==> config.mk <==
export PLATFORM = sky130hd
export DESIGN_NAME = register_file_flat
export DESIGN_NICKNAME = d
export VERILOG_FILES = /design/src/rtl/register_file_pkg.sv /design/src/rtl/register_file_if.sv /design/src/rtl/register_file.sv /design/src/flat_wrapper.sv
export SDC_FILE = /design/constraint.sdc
export NUM_CORES = 2
export LEC_CHECK = 0
export ABC_AREA = 1
export BUFFER_PORTS_ARGS = -buffer_cell sky130_fd_sc_hd__buf_2
export CELL_PAD_IN_SITES_DETAIL_PLACEMENT = 1
export CELL_PAD_IN_SITES_GLOBAL_PLACEMENT = 2
export CORE_UTILIZATION = 40
export CTS_CLUSTER_SIZE = 14
export DETAILED_ROUTE_END_ITERATION = 7
export GPL_TIMING_DRIVEN = 1
export HOLD_SLACK_MARGIN = 0.05
export PLACE_DENSITY_LB_ADDON = 0.1
export SYNTH_ARGS = -nofsm -noshare
export SYNTH_HDL_FRONTEND = slang
export SYNTH_SLANG_ARGS = --single-unit
==> constraint.sdc <==
create_clock -name clockIn -period 4.9 [get_ports clockIn]
set_input_delay 0.245 -clock clockIn [delete_from_list [all_inputs] [get_ports clockIn]]
set_output_delay 0.245 -clock clockIn [all_outputs]
set_load 0.005 [all_outputs]
==> src/rtl/register_file_pkg.sv <==
// Shared CPU constants and operand types for the rename-aware register file.
// Latency: n/a (types and constants only).
// Backpressure: n/a.
package register_file_pkg;

   localparam int NUM_REGS  = 32;
   localparam int REG_IDX_W = 5;
   localparam int DATA_W    = 32;

   typedef logic [REG_IDX_W-1:0] reg_idx_t;
   typedef logic [DATA_W-1:0]    data_t;

   // A resolved source operand: ready flag plus its value
   typedef struct packed {
      logic  ready;
      data_t value;
   } operand_t;

endpackage

==> src/rtl/register_file_if.sv <==
// Bus between the register file, the instruction unit and the reorder buffer.
// Latency: n/a (wires only).
// Backpressure: none; readyIn is a global enable rather than a handshake.
interface register_file_if #(
   parameter int ROB_WIDTH = 4
) ();
   import register_file_pkg::*;

   // global control
   logic                 readyIn;
   logic                 clear;
   // commit write from the reorder buffer
   logic                 regUpdateValid;
   reg_idx_t             regUpdateDest;
   data_t                regValue;
   logic [ROB_WIDTH-1:0] regUpdateRobId;
   // rename from the instruction unit
   logic                 depValid;
   reg_idx_t             depReg;
   logic [ROB_WIDTH-1:0] depRobId;
   // source lookups
   reg_idx_t             rs1Reg;
   reg_idx_t             rs2Reg;
   logic [ROB_WIDTH-1:0] rs1Dep;
   logic [ROB_WIDTH-1:0] rs2Dep;
   logic                 robRs1Ready;
   logic                 robRs2Ready;
   data_t                robRs1Value;
   data_t                robRs2Value;
   logic                 rs1Ready;
   logic                 rs2Ready;
   data_t                rs1Value;
   data_t                rs2Value;

   // register file side
   modport slave (
      input  readyIn, clear,
      input  regUpdateValid, regUpdateDest, regValue, regUpdateRobId,
      input  depValid, depReg, depRobId,
      input  rs1Reg, rs2Reg,
      output rs1Dep, rs2Dep,
      input  robRs1Ready, robRs2Ready, robRs1Value, robRs2Value,
      output rs1Ready, rs2Ready, rs1Value, rs2Value
   );

   // instruction unit / reorder buffer side
   modport master (
      output readyIn, clear,
      output regUpdateValid, regUpdateDest, regValue, regUpdateRobId,
      output depValid, depReg, depRobId,
      output rs1Reg, rs2Reg,
      input  rs1Dep, rs2Dep,
      output robRs1Ready, robRs2Ready, robRs1Value, robRs2Value,
      input  rs1Ready, rs2Ready, rs1Value, rs2Value
   );

endinterface

==> src/rtl/register_file.sv <==
// Architectural register file with per-register busy bit and ROB tag for renaming.
// Latency: reads are combinational; commit/rename/clear take effect at the next rising edge.
// Backpressure: none; readyIn low freezes all state while reads stay live.
module register_file
   import register_file_pkg::*;
#(
   parameter int ROB_WIDTH = 4
) (
   input  logic           clockIn,
   input  logic           resetIn,
   register_file_if.slave bus
);

   typedef logic [ROB_WIDTH-1:0] tag_t;

   data_t                value_q [NUM_REGS];
   data_t                value_d [NUM_REGS];
   logic  [NUM_REGS-1:0] busy_q;
   logic  [NUM_REGS-1:0] busy_d;
   tag_t                 tag_q   [NUM_REGS];
   tag_t                 tag_d   [NUM_REGS];

   logic     commit_en;
   logic     rename_en;
   logic     flush_en;
   operand_t rs1_res;
   operand_t rs2_res;

   // x0 is never written or renamed, so both enables exclude it here
   assign commit_en = bus.readyIn & bus.regUpdateValid & (bus.regUpdateDest != '0);
   assign rename_en = bus.readyIn & bus.depValid & ~bus.clear & (bus.depReg != '0);
   assign flush_en  = bus.readyIn & bus.clear;

   // One operand lookup. Bypass only applies to a busy register whose in-flight
   // commit carries exactly the tag it is waiting on; tags wrap, so only equality counts.
   function automatic operand_t resolve(
      input reg_idx_t idx,
      input logic     is_busy,
      input tag_t     tag,
      input data_t    stored,
      input logic     cm_vld,
      input reg_idx_t cm_dest,
      input tag_t     cm_tag,
      input data_t    cm_value,
      input logic     rob_ready,
      input data_t    rob_value
   );
      operand_t r;
      if (idx == '0) begin
         r.ready = 1'b1;
         r.value = '0;
      end else if (!is_busy) begin
         r.ready = 1'b1;
         r.value = stored;
      end else if (cm_vld && (cm_dest == idx) && (cm_tag == tag)) begin
         r.ready = 1'b1;
         r.value = cm_value;
      end else begin
         r.ready = rob_ready;
         r.value = rob_value;
      end
      return r;
   endfunction

   // Next state: commit value write, then flush, then rename (rename wins busy/tag)
   always_comb begin
      value_d = value_q;
      busy_d  = busy_q;
      tag_d   = tag_q;
      if (commit_en) begin
         value_d[bus.regUpdateDest] = bus.regValue;
         if (busy_q[bus.regUpdateDest] && (tag_q[bus.regUpdateDest] == bus.regUpdateRobId)) begin
            busy_d[bus.regUpdateDest] = 1'b0;
         end
      end
      if (flush_en) begin
         busy_d = '0;
      end
      if (rename_en) begin
         busy_d[bus.depReg] = 1'b1;
         tag_d[bus.depReg]  = bus.depRobId;
      end
      busy_d[0]  = 1'b0;
      value_d[0] = '0;
   end

   // State registers; asynchronous reset clears everything immediately
   always_ff @(posedge clockIn or negedge resetIn) begin
      if (!resetIn) begin
         busy_q <= '0;
         for (int i = 0; i < NUM_REGS; i++) begin
            value_q[i] <= '0;
            tag_q[i]   <= '0;
         end
      end else begin
         value_q <= value_d;
         busy_q  <= busy_d;
         tag_q   <= tag_d;
      end
   end

   // Resolve both source operands from the same lookup function; sees pre-edge state only
   always_comb begin
      rs1_res = resolve(bus.rs1Reg, busy_q[bus.rs1Reg], tag_q[bus.rs1Reg], value_q[bus.rs1Reg],
                        commit_en, bus.regUpdateDest, bus.regUpdateRobId, bus.regValue,
                        bus.robRs1Ready, bus.robRs1Value);
      rs2_res = resolve(bus.rs2Reg, busy_q[bus.rs2Reg], tag_q[bus.rs2Reg], value_q[bus.rs2Reg],
                        commit_en, bus.regUpdateDest, bus.regUpdateRobId, bus.regValue,
                        bus.robRs2Ready, bus.robRs2Value);
   end

   assign bus.rs1Dep   = tag_q[bus.rs1Reg];
   assign bus.rs2Dep   = tag_q[bus.rs2Reg];
   assign bus.rs1Ready = rs1_res.ready;
   assign bus.rs1Value = rs1_res.value;
   assign bus.rs2Ready = rs2_res.ready;
   assign bus.rs2Value = rs2_res.value;

endmodule

==> src/flat_wrapper.sv <==
// flat-port wrapper written by rule: the top's interface ports become plain ports
module register_file_flat import register_file_pkg::*;
#(
   parameter int ROB_WIDTH = 4
)
  (clockIn, resetIn, bus_readyIn, bus_clear, bus_regUpdateValid, bus_regUpdateDest, bus_regValue, bus_regUpdateRobId, bus_depValid, bus_depReg, bus_depRobId, bus_rs1Reg, bus_rs2Reg, bus_rs1Dep, bus_rs2Dep, bus_robRs1Ready, bus_robRs2Ready, bus_robRs1Value, bus_robRs2Value, bus_rs1Ready, bus_rs2Ready, bus_rs1Value, bus_rs2Value);
  register_file_if #(.ROB_WIDTH(ROB_WIDTH)) bus_i ();
  input  logic clockIn;
  input  logic resetIn;
  input wire logic [$bits(bus_i.readyIn)-1:0] bus_readyIn;
  input wire logic [$bits(bus_i.clear)-1:0] bus_clear;
  input wire logic [$bits(bus_i.regUpdateValid)-1:0] bus_regUpdateValid;
  input wire logic [$bits(bus_i.regUpdateDest)-1:0] bus_regUpdateDest;
  input wire logic [$bits(bus_i.regValue)-1:0] bus_regValue;
  input wire logic [$bits(bus_i.regUpdateRobId)-1:0] bus_regUpdateRobId;
  input wire logic [$bits(bus_i.depValid)-1:0] bus_depValid;
  input wire logic [$bits(bus_i.depReg)-1:0] bus_depReg;
  input wire logic [$bits(bus_i.depRobId)-1:0] bus_depRobId;
  input wire logic [$bits(bus_i.rs1Reg)-1:0] bus_rs1Reg;
  input wire logic [$bits(bus_i.rs2Reg)-1:0] bus_rs2Reg;
  output wire logic [$bits(bus_i.rs1Dep)-1:0] bus_rs1Dep;
  output wire logic [$bits(bus_i.rs2Dep)-1:0] bus_rs2Dep;
  input wire logic [$bits(bus_i.robRs1Ready)-1:0] bus_robRs1Ready;
  input wire logic [$bits(bus_i.robRs2Ready)-1:0] bus_robRs2Ready;
  input wire logic [$bits(bus_i.robRs1Value)-1:0] bus_robRs1Value;
  input wire logic [$bits(bus_i.robRs2Value)-1:0] bus_robRs2Value;
  output wire logic [$bits(bus_i.rs1Ready)-1:0] bus_rs1Ready;
  output wire logic [$bits(bus_i.rs2Ready)-1:0] bus_rs2Ready;
  output wire logic [$bits(bus_i.rs1Value)-1:0] bus_rs1Value;
  output wire logic [$bits(bus_i.rs2Value)-1:0] bus_rs2Value;
  assign bus_i.readyIn = bus_readyIn;
  assign bus_i.clear = bus_clear;
  assign bus_i.regUpdateValid = bus_regUpdateValid;
  assign bus_i.regUpdateDest = bus_regUpdateDest;
  assign bus_i.regValue = bus_regValue;
  assign bus_i.regUpdateRobId = bus_regUpdateRobId;
  assign bus_i.depValid = bus_depValid;
  assign bus_i.depReg = bus_depReg;
  assign bus_i.depRobId = bus_depRobId;
  assign bus_i.rs1Reg = bus_rs1Reg;
  assign bus_i.rs2Reg = bus_rs2Reg;
  assign bus_rs1Dep = bus_i.rs1Dep;
  assign bus_rs2Dep = bus_i.rs2Dep;
  assign bus_i.robRs1Ready = bus_robRs1Ready;
  assign bus_i.robRs2Ready = bus_robRs2Ready;
  assign bus_i.robRs1Value = bus_robRs1Value;
  assign bus_i.robRs2Value = bus_robRs2Value;
  assign bus_rs1Ready = bus_i.rs1Ready;
  assign bus_rs2Ready = bus_i.rs2Ready;
  assign bus_rs1Value = bus_i.rs1Value;
  assign bus_rs2Value = bus_i.rs2Value;
  register_file #(.ROB_WIDTH(ROB_WIDTH)) u_core (.clockIn(clockIn), .resetIn(resetIn), .bus(bus_i));
endmodule
# [Word-level counts from Yosys, hierarchy flattened]
# Index checks and enable logic that the tools add are counted.
[totals] register_bits=1151 latchBits=0 ram_bits=0 rom_bits=0 inputBits=132 out_inout_bits=74 wordCells=149 memories=0
[op_classes] add_sub_neg=0 multipliers=0 n_div=0 n_lt_le_gt_ge=12 n_eq_ne=5 shifts=0 n_mux=41 bitwise=14 n_reduce_logical=13
[ops] cell="bitwise mux 1024 bit" n=1
[ops] cell="binary-select mux 32 bit (select 5 bit)" n=2
[ops] cell="two-way mux 32 bit" n=9
[ops] cell="two-way mux 33 bit" n=6
[ops] cell="demux 32 bit (select 5 bit)" n=1
[ops] cell="bitwise mux 128 bit" n=1
[ops] cell="binary-select mux 4 bit (select 5 bit)" n=3
[ops] cell="AND 32 bit" n=1
[ops] cell="inverter 32 bit" n=1
[ops] cell="OR 32 bit" n=1
[ops] cell="two-way mux 4 bit" n=7
[ops] cell="greater-or-equal comparator 6 bit (second input constant)" n=4
[ops] cell="< comparator 5 x 6 -> 1 bit (second input constant)" n=4
[ops] cell="inverter 5 -> 6 bit" n=4
[ops] cell="demux 4 bit (select 5 bit)" n=1
[ops] cell="binary-select mux 1 bit (select 5 bit)" n=3
[ops] cell="== test 4 bit" n=3
[ops] cell="< comparator 6 x 1 -> 1 bit (second input constant)" n=2
[ops] cell="demux 1 bit (select 5 bit)" n=2
[ops] cell="== test 5 bit" n=2
[ops] cell="greater-or-equal comparator 5 x 1 -> 1 bit (second input constant)" n=2
[ops] cell="logical NOT 5 bit" n=2
[ops] cell="nonzero test 5 bit" n=2
[ops] cell="logical AND 1 bit" n=9
[ops] cell="3 further kinds" n=12

# [Longest topological paths before layout]
[logic_depth] ltp_word=11 ltp_mapped=19 mapped_depth_nobuf=17

# [Worst setup path before layout]
# OpenSTA, ideal clock, no wires.
[synth_timing] kind="in2out" startpoint="input port bus_rs1Reg[0]" endpoint="output port bus_rs1Value[23]" arrival_ns=1.883 t_required_ns=4.655 slack_ns=2.772 stages=14 n_path_buf=5 path_cell_list="buf_4 > buf_6 > buf_6 > buf_6 > nand2_1 > nand4_1 > nor4_1 > nand2_1 > nor2_4 > buf_2 > nand3_1 > nand2_1 > nor2_1 > nor2_1"
[synth_between] elab_chain_len=9 word_cells_on_any_way=17 classes_between="eq/ne (2); mux (11); bitwise (1); reduce/logical (3)"
[synth_lines] element="start: declaration" line="flat_wrapper.sv:19" rtl="input wire logic [$bits(bus_i.rs1Reg)-1:0] bus_rs1Reg;"
[synth_lines] element="inverter 5 -> 6 bit (implied by the code)" line="register_file.sv:104" rtl="rs1_res = resolve(bus.rs1Reg, busy_q[bus.rs1Reg], tag_q[bus.rs1Reg], value_q[bus.rs1Reg],"
[synth_lines] element="binary-select mux 4 bit (select 5 bit)" line="register_file.sv:104"
[synth_lines] element="two-way mux 4 bit (implied by the code) (2 in a row)" line="register_file.sv:104"
[synth_lines] element="== test 4 bit" line="register_file.sv:55" rtl="end else if (cm_vld && (cm_dest == idx) && (cm_tag == tag)) begin"
[synth_lines] element="logical AND 1 bit" line="register_file.sv:55"
[synth_lines] element="two-way mux 33 bit" line="register_file.sv:55"
[synth_lines] element="two-way mux 33 bit" line="register_file.sv:52" rtl="end else if (!is_busy) begin"
[synth_lines] element="two-way mux 33 bit (*)" line="register_file.sv:49" rtl="if (idx == '0) begin"
[synth_lines] element="end: declaration" line="flat_wrapper.sv:29" rtl="output wire logic [$bits(bus_i.rs1Value)-1:0] bus_rs1Value;"
# Every way passes the cells marked *; elsewhere a longest branch is shown, timed or not. The select of a mux whose other input is x is not followed.

# [Worst setup path in the final report]
[layout_timing] startpoint="register u_core.tag_q[39] (netlist name)" endpoint="output port bus_rs2Value[19]"
[layout_between] elab_chain_len=8
[layout_lines] element="start: declaration" line="register_file.sv:20" rtl="tag_t tag_q [NUM_REGS];"
[layout_lines] element="start signal: assignment" line="register_file.sv:98" rtl="tag_q <= tag_d;"
[layout_lines] element="binary-select mux 4 bit (select 5 bit)" line="register_file.sv:107" rtl="rs2_res = resolve(bus.rs2Reg, busy_q[bus.rs2Reg], tag_q[bus.rs2Reg], value_q[bus.rs2Reg],"
[layout_lines] element="two-way mux 4 bit (implied by the code) (2 in a row)" line="register_file.sv:107"
[layout_lines] element="== test 4 bit" line="register_file.sv:55"
[layout_lines] element="logical AND 1 bit" line="register_file.sv:55"
[layout_lines] element="two-way mux 33 bit" line="register_file.sv:55"
[layout_lines] element="two-way mux 33 bit" line="register_file.sv:52"
[layout_lines] element="two-way mux 33 bit" line="register_file.sv:49"
[layout_lines] element="end: declaration" line="flat_wrapper.sv:30" rtl="output wire logic [$bits(bus_i.rs2Value)-1:0] bus_rs2Value;"
# No other way between the ends. The select of a mux whose other input is x is not followed.

==> results by group <==
Synth
  – Post-synthesis compound-gate area fraction: 27.4%
  – Synth Area in Adders: 0%
  – Largest family of logic cells by synthesized area: compound AO/OA/AOI/OAI gates
  – Number of synthesized flops with an enable pin: 0
  – Synth Flop Type: dfrtp_1
  – Sequential area share after synthesis: 45.4%
  – #FFs+latches synth: 1,151
  – Cells after Synth: 8,377
  – Synth Area in Simple Gates: 18.8%
  – Post-synthesis mux area share: 0%
  – Warnings, synthesis: 0
  – Cell variety after synth: 39
  – Synth Cell Area: 63,400 µm²
  – XOR/XNOR Fraction of Synth Area: 0.0829%
  – Average size of a mapped cell: 7.57 µm²
  – Share of synthesized registers carrying an async set or reset: 100%
  – Post-synth net total: 8,509

Layout
  – Most frequent cells in the layout: nand2_1, o21ai_0, dfrtp_1
  – P&R area growth vs syn: 11.5%
  – Final design instance area without fill: 70,700 µm²
  – Share of cells above drive strength 1: 8.07%
  – Final nets: 8,298
  – Fillers: 19,000
  – Post-layout util: 45.1%
  – Area of the multi-input gates: 29,500 µm²
  – Commonest non-fill, non-tap cell in the layout: nand2_1
  – Reg area: 28,800 µm²

Clock network
  – Setup bufs post-CTS: 0
  – Worst skew pair latency: 0.80 ns
  – Clk slew on worst S/H paths: 0.06 ns
  – H-tree levels: 4
  – CTS tree: yes
  – Root Driver: clkbuf_16
  – CTS Buf Count: 139
  – Clock Sinks: 1,151
  – Cts-stage hold buffer count: 35
  – Post-CTS Resized: 0
  – Max clock buf depth: 3

Detailed routing
  – Routed Antenna Nets: 0
  – Wire per inst: 31.0 µm
  – Vias per Instance: 6.46
  – DR vias: 66,700
  – Residual DRC: 1
  – DRT Wirelength: 320,000 µm
  – DRT iter0 DRCs: 7,940
  – TritonRoute pass-1 iters: 8

Setup path
  – Worst R2R Setup Slack: 1.83 ns
  – CP Launch Point: u_core.tag_q[39]
  – Critical path type: flop to output port
  – CP required: 4.66 ns
  – Crit start category: flop
  – R2R cell count: 13
  – CP arrival: 4.19 ns
  – Crit Reg-Reg Startpoint: u_core.tag_q[20]
  – Crit Path Max Fanout: 35
  – Crit path capture: bus_rs2Value[19]
  – FF-to-FF End: u_core.busy_q[12]
  – Crit path capture type: output port

Power
  – Static Leakage: 31.0 nW
  – Tot Pwr: 27.0 mW
  – Pwr Density: 381 nW/µm²
  – Worst IR drop on VDD: 0.375 mV

Floorplanning
  – Ports: 206
  – Die Height: 400 µm
  – Die Area: 160,000 µm²
  – Die X: 400 µm
  – Starting Density: 40.4%
  – # rows: 145
  – Area of the core: 157,000 µm²

Timing
  – Setup Viol. Count Final: 0
  – F_max: 0.226 GHz
  – Crit share post-route: 90.5%
  – Tmin final: 4.43 ns
  – Final Slew Violations: 0
  – Setup total negative slack: 0 ns
  – Hold Fails Final Rpt: 0
  – Worst slew margin: 15.9%
  – RSZ-0062 raised after global routing: no
  – Final Skew: 0.0299 ns
  – Worst slew pin tran: 1.25 ns

Global route
  – Total track usage: 39.6%
  – Initial antenna violation count: 23
  – Largest net degree at the start of global routing: 174
  – First-pass GRT wire length: 465,000 µm
  – Vias in the first global route: 65,800
  – Congestion Overflow GR: 0

Place
  – Routability cong.: 0.959
  – Hpwl dp: 194,000 µm
  – Port bufs: 205
  – Area after DPL: 66,000 µm²

Worst hold path
  – Hold Crit Class: input pin to async pin

Outcome
  – Status: finished with violations
  – Failing checks: design-rule violations

Flow run
  – Total of max-cap violations: 0
[critical path, cell delays in order (launching register included)]
cell	delay [ns]
dfrtp_1	0.37
inv_1	0.13
nand2_1	0.08
nand3_1	0.08
a21oi_1	0.53
nor2_1	0.11
nand2_1	0.14
nand2_1	0.21
nand2_1	0.12
nand2_1	0.11
nor2_4	0.50
buf_4	0.44
nand3_1	0.13
nand2_1	0.12
nor2_1	0.06
nor2_1	0.13
buf_2	0.14
[how the worst min path moves through the flow]
stage	from	to	slack, ns	cells past startpoint
floorplan	resetIn	u_core.busy_q[10]	-0.05	0
global placement	resetIn	u_core.busy_q[26]	0.32	1
detailed placement	resetIn	u_core.busy_q[26]	0.31	1
CTS	bus_depReg[2]	u_core.busy_q[18]	0.06	4
global route	resetIn	u_core.busy_q[27]	0.09	2
finish	resetIn	u_core.busy_q[27]	0.03	2
[area by class of cell]
| cell class | instances | share of cell area, % |
|---|---|---|
| diodes | 7 | 0.0248 |
| clock buffers | 208 | 5.72 |
| clock inverters | 34 | 0.398 |
| inverters | 517 | 2.78 |
| multi-input cells | 5925 | 41.8 |
| flip-flops and latches | 1151 | 40.8 |
| well taps | 2058 | 3.64 |
| repair buffers | 432 | 4.92 |
[routing by layer]
layer | GRT usage [%] | wire length (µm) | share of wire [%]
met1 | 55.0 | 137000 | 43
met3 | 8.18 | 30000 | 9.4
met4 | 17.7 | 15200 | 4.7
met2 | 59.0 | 138000 | 43
met5 | 0 | 154 | 0.048
[cell families after synthesis]
| group | count (synthesis) |
|---|---|
| DFF | 1151 |
| and+or+nand+nor | 2989 |
| buffers and inverters | 1301 |
| AOI/OAI and AO/OA | 2930 |
| xor gates and xnor gates | 6 |
[state kept, by name (all words and copies together), names as in the netlist]
signal / flops
u_core.busy_q: 31
u_core.value_q: 992
u_core.tag_q: 128
[report_power, final]
group          total (mW)  internal, mW  switching [mW]  leakage, nW
combinational        5.07          1.55            3.52         14.1
sequential           11.7          10.8           0.891         14.8
clock                10.2          5.79            4.42         2.13
total                27.0          18.1            8.83         31.0
[Yosys cell counts, types with 2 or more instances]
master	instances	share of area, %
o2111ai_1	20	0.28
nor2_1	431	2.6
clkbuf_1	506	3.0
nand3_1	408	3.2
nand2_1	2076	12
xor2_1	2	0.028
buf_4	18	0.21
buf_2	195	1.5
o221ai_1	536	7.4
nor4_1	4	0.039
nand3b_1	2	0.024
o21ai_1	38	0.30
nor3_1	10	0.079
nand4_1	44	0.43
o21a_1	22	0.26
nor2_4	6	0.11
a21oi_1	497	3.9
inv_1	480	2.8
buf_6	3	0.053
a22oi_1	46	0.54
nor2_2	2	0.020
xnor2_1	4	0.055
buf_1	62	0.37
clkinv_1	9	0.053
o21ai_0	1569	12
a211oi_1	103	1.2
o31ai_1	10	0.12
inv_2	28	0.17
o22ai_1	40	0.39
dfrtp_1	1151	45
o211ai_1	47	0.56
[per-stage QoR]
step           cells  setup slack [ns]  hold slack (ns)
3_5_place_dp   10000             0.808            0.310
5_1_grt        10300             0.325           0.0889
6_report       10300             0.465           0.0323
4_1_cts        10300             0.607           0.0551
2_1_floorplan   8377              2.77          -0.0506
3_3_place_gp   10000             0.864            0.323
Note: power is estimated with default switching activity, not from simulation.
